==> config.mk <==
export PLATFORM = sky130hd
export DESIGN_NAME = ws2812_strand_driver
export DESIGN_NICKNAME = d
export VERILOG_FILES = /design/src/rtl/led_pkg.sv /design/src/rtl/ws2812_bit_timer.sv /design/src/rtl/ws2812_strand_driver.sv
export SDC_FILE = /design/constraint.sdc
export NUM_CORES = 1
export LEC_CHECK = 0
export ABC_AREA = 1
export CAP_MARGIN = 20
export CORE_MARGIN = 2
export CORE_UTILIZATION = 58
export CTS_CLUSTER_DIAMETER = 120
export DETAILED_ROUTE_END_ITERATION = 16
export PLACE_DENSITY = 0.9
export SYNTH_ARGS = -nofsm -noshare
export SYNTH_HDL_FRONTEND = slang
export SYNTH_SLANG_ARGS = --single-unit
==> constraint.sdc <==
create_clock -name clk_in -period 5.7 [get_ports clk_in]
set_input_delay 1.425 -clock clk_in [delete_from_list [all_inputs] [get_ports clk_in]]
set_output_delay 1.425 -clock clk_in [all_outputs]
set_load 0.01 [all_outputs]
==> src/rtl/led_pkg.sv <==
// Shared types and default timing for the WS2812 strand driver.
// Default timings assume a 100 MHz clk_in.
package led_pkg;

    typedef enum logic [1:0] {
        LATCH = 2'd0,
        WAIT  = 2'd1,
        HIGH  = 2'd2,
        LOW   = 2'd3
    } led_state_e;

    localparam int NUM_LEDS_DEF     = 20;
    localparam int COLOR_WIDTH_DEF  = 8;
    localparam int BITS_PER_LED     = 3 * COLOR_WIDTH_DEF;
    localparam int T0H_CYCLES_DEF   = 40;
    localparam int T0L_CYCLES_DEF   = 85;
    localparam int T1H_CYCLES_DEF   = 80;
    localparam int T1L_CYCLES_DEF   = 45;
    localparam int RESET_CYCLES_DEF = 5000;

    // Next LED index, wrapping from limit-1 back to zero.
    function automatic int wrap_inc(input int idx, input int limit);
        if (idx + 32'sd1 >= limit) begin
            return 32'sd0;
        end else begin
            return idx + 32'sd1;
        end
    endfunction

endpackage

==> src/rtl/ws2812_bit_timer.sv <==
// Sequences the high and low phases of one WS2812 bit; a start issued on the
// cycle bit_done is high chains the next bit with no idle cycle.
module ws2812_bit_timer
    import led_pkg::*;
#(
    parameter int T0H_CYCLES = T0H_CYCLES_DEF,
    parameter int T0L_CYCLES = T0L_CYCLES_DEF,
    parameter int T1H_CYCLES = T1H_CYCLES_DEF,
    parameter int T1L_CYCLES = T1L_CYCLES_DEF
) (
    input  logic clk_in,
    input  logic rst_in,
    input  logic start,
    input  logic bit_value,
    output logic strand_out,
    output logic high_done,
    output logic bit_done
);

    localparam int MaxHigh = (T1H_CYCLES > T0H_CYCLES) ? T1H_CYCLES : T0H_CYCLES;
    localparam int MaxLow  = (T1L_CYCLES > T0L_CYCLES) ? T1L_CYCLES : T0L_CYCLES;
    localparam int MaxT    = (MaxHigh > MaxLow) ? MaxHigh : MaxLow;
    localparam int TW      = (MaxT > 1) ? $clog2(MaxT) : 1;

    logic          high_r;
    logic          low_r;
    logic          bit_r;
    logic [TW-1:0] timer_r;
    logic          out_r;

    // Phase sequencer: high phase then low phase, lengths picked by the latched bit.
    always_ff @(posedge clk_in or posedge rst_in) begin
        if (rst_in) begin
            high_r  <= 1'b0;
            low_r   <= 1'b0;
            bit_r   <= 1'b0;
            timer_r <= '0;
            out_r   <= 1'b0;
        end else if (start) begin
            high_r  <= 1'b1;
            low_r   <= 1'b0;
            bit_r   <= bit_value;
            timer_r <= bit_value ? TW'(T1H_CYCLES - 1) : TW'(T0H_CYCLES - 1);
            out_r   <= 1'b1;
        end else if (high_r) begin
            if (timer_r == '0) begin
                high_r  <= 1'b0;
                low_r   <= 1'b1;
                timer_r <= bit_r ? TW'(T1L_CYCLES - 1) : TW'(T0L_CYCLES - 1);
                out_r   <= 1'b0;
            end else begin
                timer_r <= timer_r - TW'(1);
            end
        end else if (low_r) begin
            if (timer_r == '0) begin
                low_r <= 1'b0;
            end else begin
                timer_r <= timer_r - TW'(1);
            end
        end else begin
            out_r <= 1'b0;
        end
    end

    assign strand_out = out_r;
    assign high_done  = high_r && (timer_r == '0);
    assign bit_done   = low_r && (timer_r == '0);

endmodule

==> src/rtl/ws2812_strand_driver.sv <==
// Walks the strand LED by LED, prefetching each colour into a one-entry buffer
// and serialising it GRB/MSB-first, with a latch gap between frames.
module ws2812_strand_driver
    import led_pkg::*;
#(
    parameter  int NUM_LEDS     = NUM_LEDS_DEF,
    parameter  int COLOR_WIDTH  = COLOR_WIDTH_DEF,
    parameter  int T0H_CYCLES   = T0H_CYCLES_DEF,
    parameter  int T0L_CYCLES   = T0L_CYCLES_DEF,
    parameter  int T1H_CYCLES   = T1H_CYCLES_DEF,
    parameter  int T1L_CYCLES   = T1L_CYCLES_DEF,
    parameter  int RESET_CYCLES = RESET_CYCLES_DEF,
    localparam int CounterWidth = $clog2(NUM_LEDS)
) (
    input  logic                    clk_in,
    input  logic                    rst_in,
    input  logic [COLOR_WIDTH-1:0]  red_in,
    input  logic [COLOR_WIDTH-1:0]  green_in,
    input  logic [COLOR_WIDTH-1:0]  blue_in,
    input  logic                    color_valid,
    output logic [CounterWidth-1:0] next_led_request,
    output logic                    strand_out,
    output logic                    frame_done
);

    localparam int Bits    = 3 * COLOR_WIDTH;
    localparam int BitCntW = $clog2(Bits);
    localparam int LatchW  = (RESET_CYCLES > 1) ? $clog2(RESET_CYCLES) : 1;
    localparam logic [CounterWidth-1:0] LastLed = CounterWidth'(NUM_LEDS - 1);
    localparam logic [BitCntW-1:0]      BitTop  = BitCntW'(Bits - 1);

    led_state_e              state_r;
    logic [Bits-1:0]         buf_r;
    logic                    buf_valid_r;
    logic [Bits-1:0]         shift_r;
    logic [BitCntW-1:0]      bit_cnt_r;
    logic [CounterWidth-1:0] led_idx_r;
    logic [LatchW-1:0]       latch_cnt_r;
    logic                    frame_done_r;
    logic [CounterWidth-1:0] request_r;

    logic high_done_s;
    logic bit_done_s;
    logic last_bit_s;
    logic load_s;
    logic shift_next_s;
    logic capture_s;
    logic start_s;
    logic start_bit_s;

    assign last_bit_s   = (state_r == LOW) && bit_done_s && (bit_cnt_r == '0);
    assign load_s       = buf_valid_r && ((state_r == WAIT) ||
                                          (last_bit_s && (led_idx_r != LastLed)));
    assign shift_next_s = (state_r == LOW) && bit_done_s && (bit_cnt_r != '0);
    assign capture_s    = color_valid && !buf_valid_r;
    assign start_s      = load_s || shift_next_s;
    assign start_bit_s  = load_s ? buf_r[Bits-1] : shift_r[Bits-2];

    // Prefetch buffer; the request index only advances when the buffer is consumed.
    always_ff @(posedge clk_in or posedge rst_in) begin
        if (rst_in) begin
            buf_r       <= '0;
            buf_valid_r <= 1'b0;
            request_r   <= '0;
        end else if (load_s) begin
            buf_valid_r <= 1'b0;
            request_r   <= CounterWidth'(wrap_inc(int'(request_r), NUM_LEDS));
        end else if (capture_s) begin
            buf_r       <= {green_in, red_in, blue_in};
            buf_valid_r <= 1'b1;
        end else begin
            buf_valid_r <= buf_valid_r;
        end
    end

    // Frame FSM: latch gap, wait for data, then bit-by-bit through each LED.
    always_ff @(posedge clk_in or posedge rst_in) begin
        if (rst_in) begin
            state_r      <= LATCH;
            latch_cnt_r  <= LatchW'(RESET_CYCLES - 1);
            frame_done_r <= 1'b0;
            shift_r      <= '0;
            bit_cnt_r    <= '0;
            led_idx_r    <= '0;
        end else begin
            frame_done_r <= 1'b0;
            case (state_r)
                LATCH: begin
                    if (latch_cnt_r == '0) begin
                        frame_done_r <= 1'b1;
                        state_r      <= WAIT;
                    end else begin
                        latch_cnt_r <= latch_cnt_r - LatchW'(1);
                    end
                end
                WAIT: begin
                    if (load_s) begin
                        shift_r   <= buf_r;
                        bit_cnt_r <= BitTop;
                        state_r   <= HIGH;
                    end
                end
                HIGH: begin
                    if (high_done_s) begin
                        state_r <= LOW;
                    end
                end
                LOW: begin
                    if (shift_next_s) begin
                        shift_r   <= {shift_r[Bits-2:0], 1'b0};
                        bit_cnt_r <= bit_cnt_r - BitCntW'(1);
                        state_r   <= HIGH;
                    end else if (last_bit_s && (led_idx_r == LastLed)) begin
                        led_idx_r   <= '0;
                        latch_cnt_r <= LatchW'(RESET_CYCLES - 1);
                        state_r     <= LATCH;
                    end else if (last_bit_s) begin
                        led_idx_r <= led_idx_r + CounterWidth'(1);
                        if (buf_valid_r) begin
                            shift_r   <= buf_r;
                            bit_cnt_r <= BitTop;
                            state_r   <= HIGH;
                        end else begin
                            state_r <= WAIT;
                        end
                    end
                end
                default: begin
                    state_r <= LATCH;
                end
            endcase
        end
    end

    ws2812_bit_timer #(
        .T0H_CYCLES (T0H_CYCLES),
        .T0L_CYCLES (T0L_CYCLES),
        .T1H_CYCLES (T1H_CYCLES),
        .T1L_CYCLES (T1L_CYCLES)
    ) u_bit_timer (
        .clk_in     (clk_in),
        .rst_in     (rst_in),
        .start      (start_s),
        .bit_value  (start_bit_s),
        .strand_out (strand_out),
        .high_done  (high_done_s),
        .bit_done   (bit_done_s)
    );

    assign frame_done       = frame_done_r;
    assign next_led_request = request_r;

endmodule

==> Word-level counts from Yosys, hierarchy flattened <==
Index checks and enable logic that the tools add are counted.
{ "classes": {"n_reduce_logical": 29, "order_cmp": 1, "n_addsub": 5, "n_mux": 50, "eq_ne": 18, "n_bitwise": 2} }
{ "ops": {"columns": ["operator", "n"], "rows": [
  ["2-to-1 mux 23 bit", 5],
  ["2-to-1 mux 7 bit", 7],
  ["case mux 23 bit (2 select lines)", 1],
  ["2-to-1 mux 5 bit", 8],
  ["2-to-1 mux 13 bit", 3],
  ["case mux 13 bit (2 select lines)", 1],
  ["2-to-1 mux 1 bit", 16],
  ["2-to-1 mux 2 bit", 7],
  ["zero test 13 bit", 1],
  ["subtractor 13 x 1 -> 13 bit (second input constant)", 1],
  ["inequality test 3 bit (second input constant)", 4],
  ["inequality test 2 bit (second input constant)", 5],
  ["case mux 5 bit (2 select lines)", 1],
  ["logical AND 1 bit", 9],
  ["case mux 2 bit (4 select lines)", 1],
  ["AND reduction 4 bit", 2],
  ["nonzero test 2 bit", 4],
  ["zero test 7 bit", 1],
  ["subtractor 7 x 1 -> 7 bit (second input constant)", 1],
  ["adder 5 x 1 -> 6 bit (second input constant)", 1],
  ["greater-or-equal comparator 6 x 5 -> 1 bit (second input constant)", 1],
  ["inequality test 3 x 2 -> 1 bit (second input constant)", 2],
  ["AND reduction 2 bit", 3],
  ["adder 5 x 1 -> 5 bit (second input constant)", 1],
  ["16 further kinds", 19]
]} }
{ "totals": {"ff_bits": 90, "wordCells": 119, "inputBits": 27} }

==> Depth between registers and ports, before layout <==
{ "depth": {"ltp_word": 10, "depth_mapped": 14, "mapped_depth_nobuf": 13} }

==> Hierarchy <==
A second synthesis with hierarchy kept.
{ "hier_totals": {"cells_unflattened": 586, "area_unflattened_um2": 4802.1} }
{ "by_module_without_submodules": {"columns": ["mod", "seq_area_each_um2", "cells_per_inst", "area_per_inst_um2", "n_inst"], "rows": [
  ["ws2812_strand_driver", 1985.7, 497, 4085.2, 1],
  ["ws2812_bit_timer", 275.3, 89, 716.9, 1]
]} }

==> Least setup slack after synthesis <==
OpenSTA, ideal clock, no wires.
{ "synth_timing": {"kind": "input to register", "startpoint": "input color_valid", "endpoint": "register buf_r[0]", "arrival_time_ps": 2166, "path_slack_ps": 3410, "setup_time_ps": 125, "n_path_buf": 1, "path_stages": 3, "path_cell_list": "nand2_1 > buf_2 > mux2_2"} }
{ "synth_between": {"elab_chain_len": 2} }
{ "synth_lines": {"columns": ["element", "line_no", "rtl"], "rows": [
  ["start: declaration", "ws2812_strand_driver.sv:20", "input logic color_valid,"],
  ["logical AND 1 bit", "ws2812_strand_driver.sv:55", "assign capture_s = color_valid && !buf_valid_r;"],
  ["AND reduction 2 bit (no source line)", null, null],
  ["end signal: assignment", "ws2812_strand_driver.sv:69", "buf_r <= {green_in, red_in, blue_in};"],
  ["end: declaration", "ws2812_strand_driver.sv:33", "logic [Bits-1:0] buf_r;"]
]} }
No other way between the ends.
A chain may end at the register's enable or synchronous reset.

==> Final worst setup path <==
{ "layout_timing": {"startpoint": "register request_r[3] (netlist: next_led_request[3])", "endpoint": "output next_led_request[3]"} }
{ "layout_lines": {"columns": ["element", "line_no", "rtl"], "rows": [
  ["start: declaration", "ws2812_strand_driver.sv:40", "logic [CounterWidth-1:0] request_r;"],
  ["start signal: assignment", "ws2812_strand_driver.sv:67", "request_r <= CounterWidth'(wrap_inc(int'(request_r), NUM_LEDS));"],
  ["end: declaration", "ws2812_strand_driver.sv:21", "output logic [CounterWidth-1:0] next_led_request,"]
]} }
No word-level cell between the ends.

==> impl_metrics.sql <==
INSERT INTO impl_metrics (metric_group, metric, value, unit) VALUES
('synth', 'synth.cells.most_frequent', 'sky130_fd_sc_hd__dfrtp_1 (83), sky130_fd_sc_hd__nand2_1 (83), sky130_fd_sc_hd__nor2_1 (51), sky130_fd_sc_hd__inv_1 (49), sky130_fd_sc_hd__o21ai_0 (34)', ''),
('setup_path', 'worstSetupEndpoint', 'next_led_request[3]', ''),
('flow_run', 'max-cap-violations', '0', ''),
('floorplan', 'core.rowCount', '31', ''),
('power', 'max-vdd-ir-drop', '175.2', 'uV'),
('floorplan', 'die_height', '91.72', 'um'),
('cts', 'numCtsBuffers', '9', ''),
('cts', 'root_buffer', 'sky130_fd_sc_hd__clkbuf_8', ''),
('power', 'leakagePower', '2.414', 'nW'),
('synth', 'yosys.area.top_type', 'sky130_fd_sc_hd__dfrtp_1', ''),
('synth', 'postSynthRegisterBits', '90', ''),
('floorplan', 'chipWidth', '91.72', 'um'),
('finish', 'diodes', '0', ''),
('floorplan', 'count_of_pins_on_the_block_boundary', '34', ''),
('drt', 'drc', '0', ''),
('drt', 'drt.antenna.violating_nets', '0', ''),
('setup_path', 'worstRegToRegCells', '13', ''),
('cts', 'clk_pin_slew', '0.09', 'ns'),
('setup_path', 'launch_point_of_the_critical_path', 'next_led_request[3]', ''),
('setup_path', 'worst_path_max_delay_cell', 'sky130_fd_sc_hd__clkdlybuf4s50_1', ''),
('grt', 'grt.total_usage', '21.21', '%'),
('cts', 'cts-root-to-sink-buffers', '2', ''),
('timing', 'worst_slack', '2.882', 'ns'),
('grt', 'antenna_found_initial', '0', ''),
('outcome', 'status', 'completed', ''),
('drt', 'average_detailed_routed_wire_length_per_instance', '13.26', 'um'),
('setup_path', 'crit_path_max_incr_delay', '0.60', 'ns'),
('floorplan', 'floorplan.die_area', '8413', 'um^2'),
('finish', 'multi_input_comb_area', '1907', 'um^2'),
('placement', 'place.detailed.hpwl', '5511', 'um'),
('timing', 'hold_slack', '0.4851', 'ns'),
('grt', 'grt-ovfl-total', '0', ''),
('timing', 'rsz_0062_raised_after_global_routing', 'false', ''),
('synth', 'synth.yosys.seq_area_share', '50.66', '%'),
('timing', 'worst-slew-pin-transition', '1.020', 'ns'),
('timing', 'hold_viol_final', '0', ''),
('floorplan', 'placeableCoreArea', '7370', 'um^2'),
('cts', 'cts_post_setup_buffers_inserted', '0', ''),
('drt', 'via_count', '3259', ''),
('setup_path', 'worstPathCellList', 'clkdlybuf4s50_1', ''),
('drt', 'drt_pass1_iterations', '4', ''),
('synth', 'netlist_instances', '481', ''),
('setup_path', 'worst_path_maximum_fanout', '4', ''),
('placement', 'routabilityCongestion', '0.8226', ''),
('finish', 'final_core_util', '68.23', '%'),
('setup_path', 'path_class', 'reg -> out', ''),
('synth', 'synth_fp_nets', '516', ''),
('power', 'power.density_cell_area', '255.7', 'nW/um^2'),
('setup_path', 'cpLargestDelayFamily', 'buffers and inverters', ''),
('timing', 'timing.setup.tns', '0', 'ns'),
('setup_path', 'crit_path_start_kind', 'flop', ''),
('synth', 'netlist_area', '4463', 'um^2'),
('timing', 'finalClockSkew', '0.004775', 'ns'),
('timing', 'setup_viol', '0', ''),
('setup_path', 'ff2ff_setup_slack', '3.15', 'ns'),
('timing', 'max_freq', '354.9', 'MHz'),
('finish', 'final_nets', '548', ''),
('synth', 'synth_enable_flop_cells', '0', ''),
('drt', 'vias_per_cell', '5.282', ''),
('min_path', 'holdCritPathClass', 'reg -> reg', ''),
('synth', 'synth.top_cells.by_area', 'sky130_fd_sc_hd__dfrtp_1 (47%), sky130_fd_sc_hd__nand2_1 (7.0%), sky130_fd_sc_hd__mux2_2 (6.3%)', ''),
('finish', 'area_growth_syn_to_layout', '12.67', '%'),
('cts', 'insertion_delay', '0.36', 'ns'),
('setup_path', 'crit-reg2reg-launch', 'u_bit_timer.timer_r[0]', ''),
('finish', 'drive_above_1_share', '20.08', '%'),
('placement', 'pre_cts_ws', '2.545', 'ns'),
('synth', 'synth_ff_type', 'sky130_fd_sc_hd__dfrtp_1', ''),
('cts', 'cts_tree', 'done', ''),
('setup_path', 'kind_of_capture_point_of_the_worst_setup_path', 'output pin', ''),
('drt', 'aggregate_routed_wire_length', '8179', 'um'),
('floorplan', 'start_util', '60.56', '%');
[cells by family after synthesis]
logic type / after synthesis / share of synthesized area, %
AND/OR/NAND/NOR: 207 / 22.23
flip-flops: 90 / 50.66
AO/OA/AOI/OAI: 75 / 9.784
buffers and inverters: 65 / 6.616
multiplexers: 25 / 6.308
XOR/XNOR: 11 / 2.159
adder cells (fa/ha/maj): 8 / 2.243
[placed cells by master (no fill, tap or decap), types with 8 or more instances in the layout]
cell and instances:
sky130_fd_sc_hd__clkdlybuf4s50_1 33, sky130_fd_sc_hd__a21oi_1 10, sky130_fd_sc_hd__clkbuf_8 9, sky130_fd_sc_hd__or2_2 17, sky130_fd_sc_hd__ha_1 8, sky130_fd_sc_hd__o21ai_1 11, sky130_fd_sc_hd__nand2_1 83, sky130_fd_sc_hd__mux2_2 25
sky130_fd_sc_hd__nor2_2 14, sky130_fd_sc_hd__dfrtp_1 83, sky130_fd_sc_hd__nor2_1 51, sky130_fd_sc_hd__o21ai_0 34, sky130_fd_sc_hd__inv_1 48, sky130_fd_sc_hd__nand3_1 19, sky130_fd_sc_hd__o21ai_2 10
[layer usage]
| layer | vias up | GRT usage [%] | share of wire, % | wire, um |
|---|---|---|---|---|
| li1 | 1615 | - | - | - |
| met1 | 1565 | 26.31 | 44 | 3622 |
| met2 | 64 | 37.25 | 50 | 4118 |
| met3 | 15 | 3.287 | 3.6 | 298 |
| met4 | 0 | 8.333 | 1.7 | 140 |
| met5 | - | 0 | 0 | 0 |
[worst min-delay path, stage by stage, from the launching register on]
cell                      delay [ns]
sky130_fd_sc_hd__dfstp_2        0.37
sky130_fd_sc_hd__o21ai_0        0.06
sky130_fd_sc_hd__nand2_1        0.05
[area by class of cell]
class / instances / area share [%]
Multi-Input combinational cell: 326 / 37.92
Sequential cell: 90 / 44.96
Tap cell: 99 / 2.463
Timing Repair Buffer: 34 / 6.718
Clock buffer: 10 / 2.538
Clock inverter: 6 / 1.443
Inverter: 52 / 3.956
[flip-flops by register name, summed over array words and instances, names as in the netlist]
| register | count |
|---|---|
| bit_cnt_r | 5 |
| buf_r | 24 |
| buf_valid_r | 1 |
| frame_done | 1 |
| latch_cnt_r | 13 |
| led_idx_r | 5 |
| next_led_request | 5 |
| shift_r | 23 |
| state_r | 2 |
| u_bit_timer.bit_r | 1 |
| u_bit_timer.high_r | 1 |
| u_bit_timer.low_r | 1 |
| u_bit_timer.strand_out | 1 |
| u_bit_timer.timer_r | 7 |
[metrics by stage]
| stage | instances | cell area [um^2] | total power [mW] |
|---|---|---|---|
| after floorplan | 481 | 4463 | 0.8141 |
| after global placement | 601 | 4828 | 0.8461 |
| after detailed placement | 601 | 4828 | 0.8556 |
| after CTS | 617 | 5029 | 1.296 |
| after global routing | 617 | 5029 | 1.343 |
| final | 617 | 5029 | 1.286 |
[worst min path at each step]
stage	cells after the start	from	to	slack (ns)
final	2	latch_cnt_r[12]	latch_cnt_r[12]	0.49
after global routing	2	latch_cnt_r[12]	latch_cnt_r[12]	0.50
after CTS	2	latch_cnt_r[12]	latch_cnt_r[12]	0.48
after detailed placement	2	latch_cnt_r[12]	latch_cnt_r[12]	0.47
after global placement	1	led_idx_r[4]	led_idx_r[4]	0.46
after floorplan	1	led_idx_r[4]	led_idx_r[4]	0.43
[report_power, final]
group	leakage, nW	internal, mW	switching [mW]
clock network	0.0979	0.208	0.235
registers	1.11	0.701	0.0343
logic	1.20	0.0682	0.0389
Note: power is estimated with default switching activity, not from simulation.
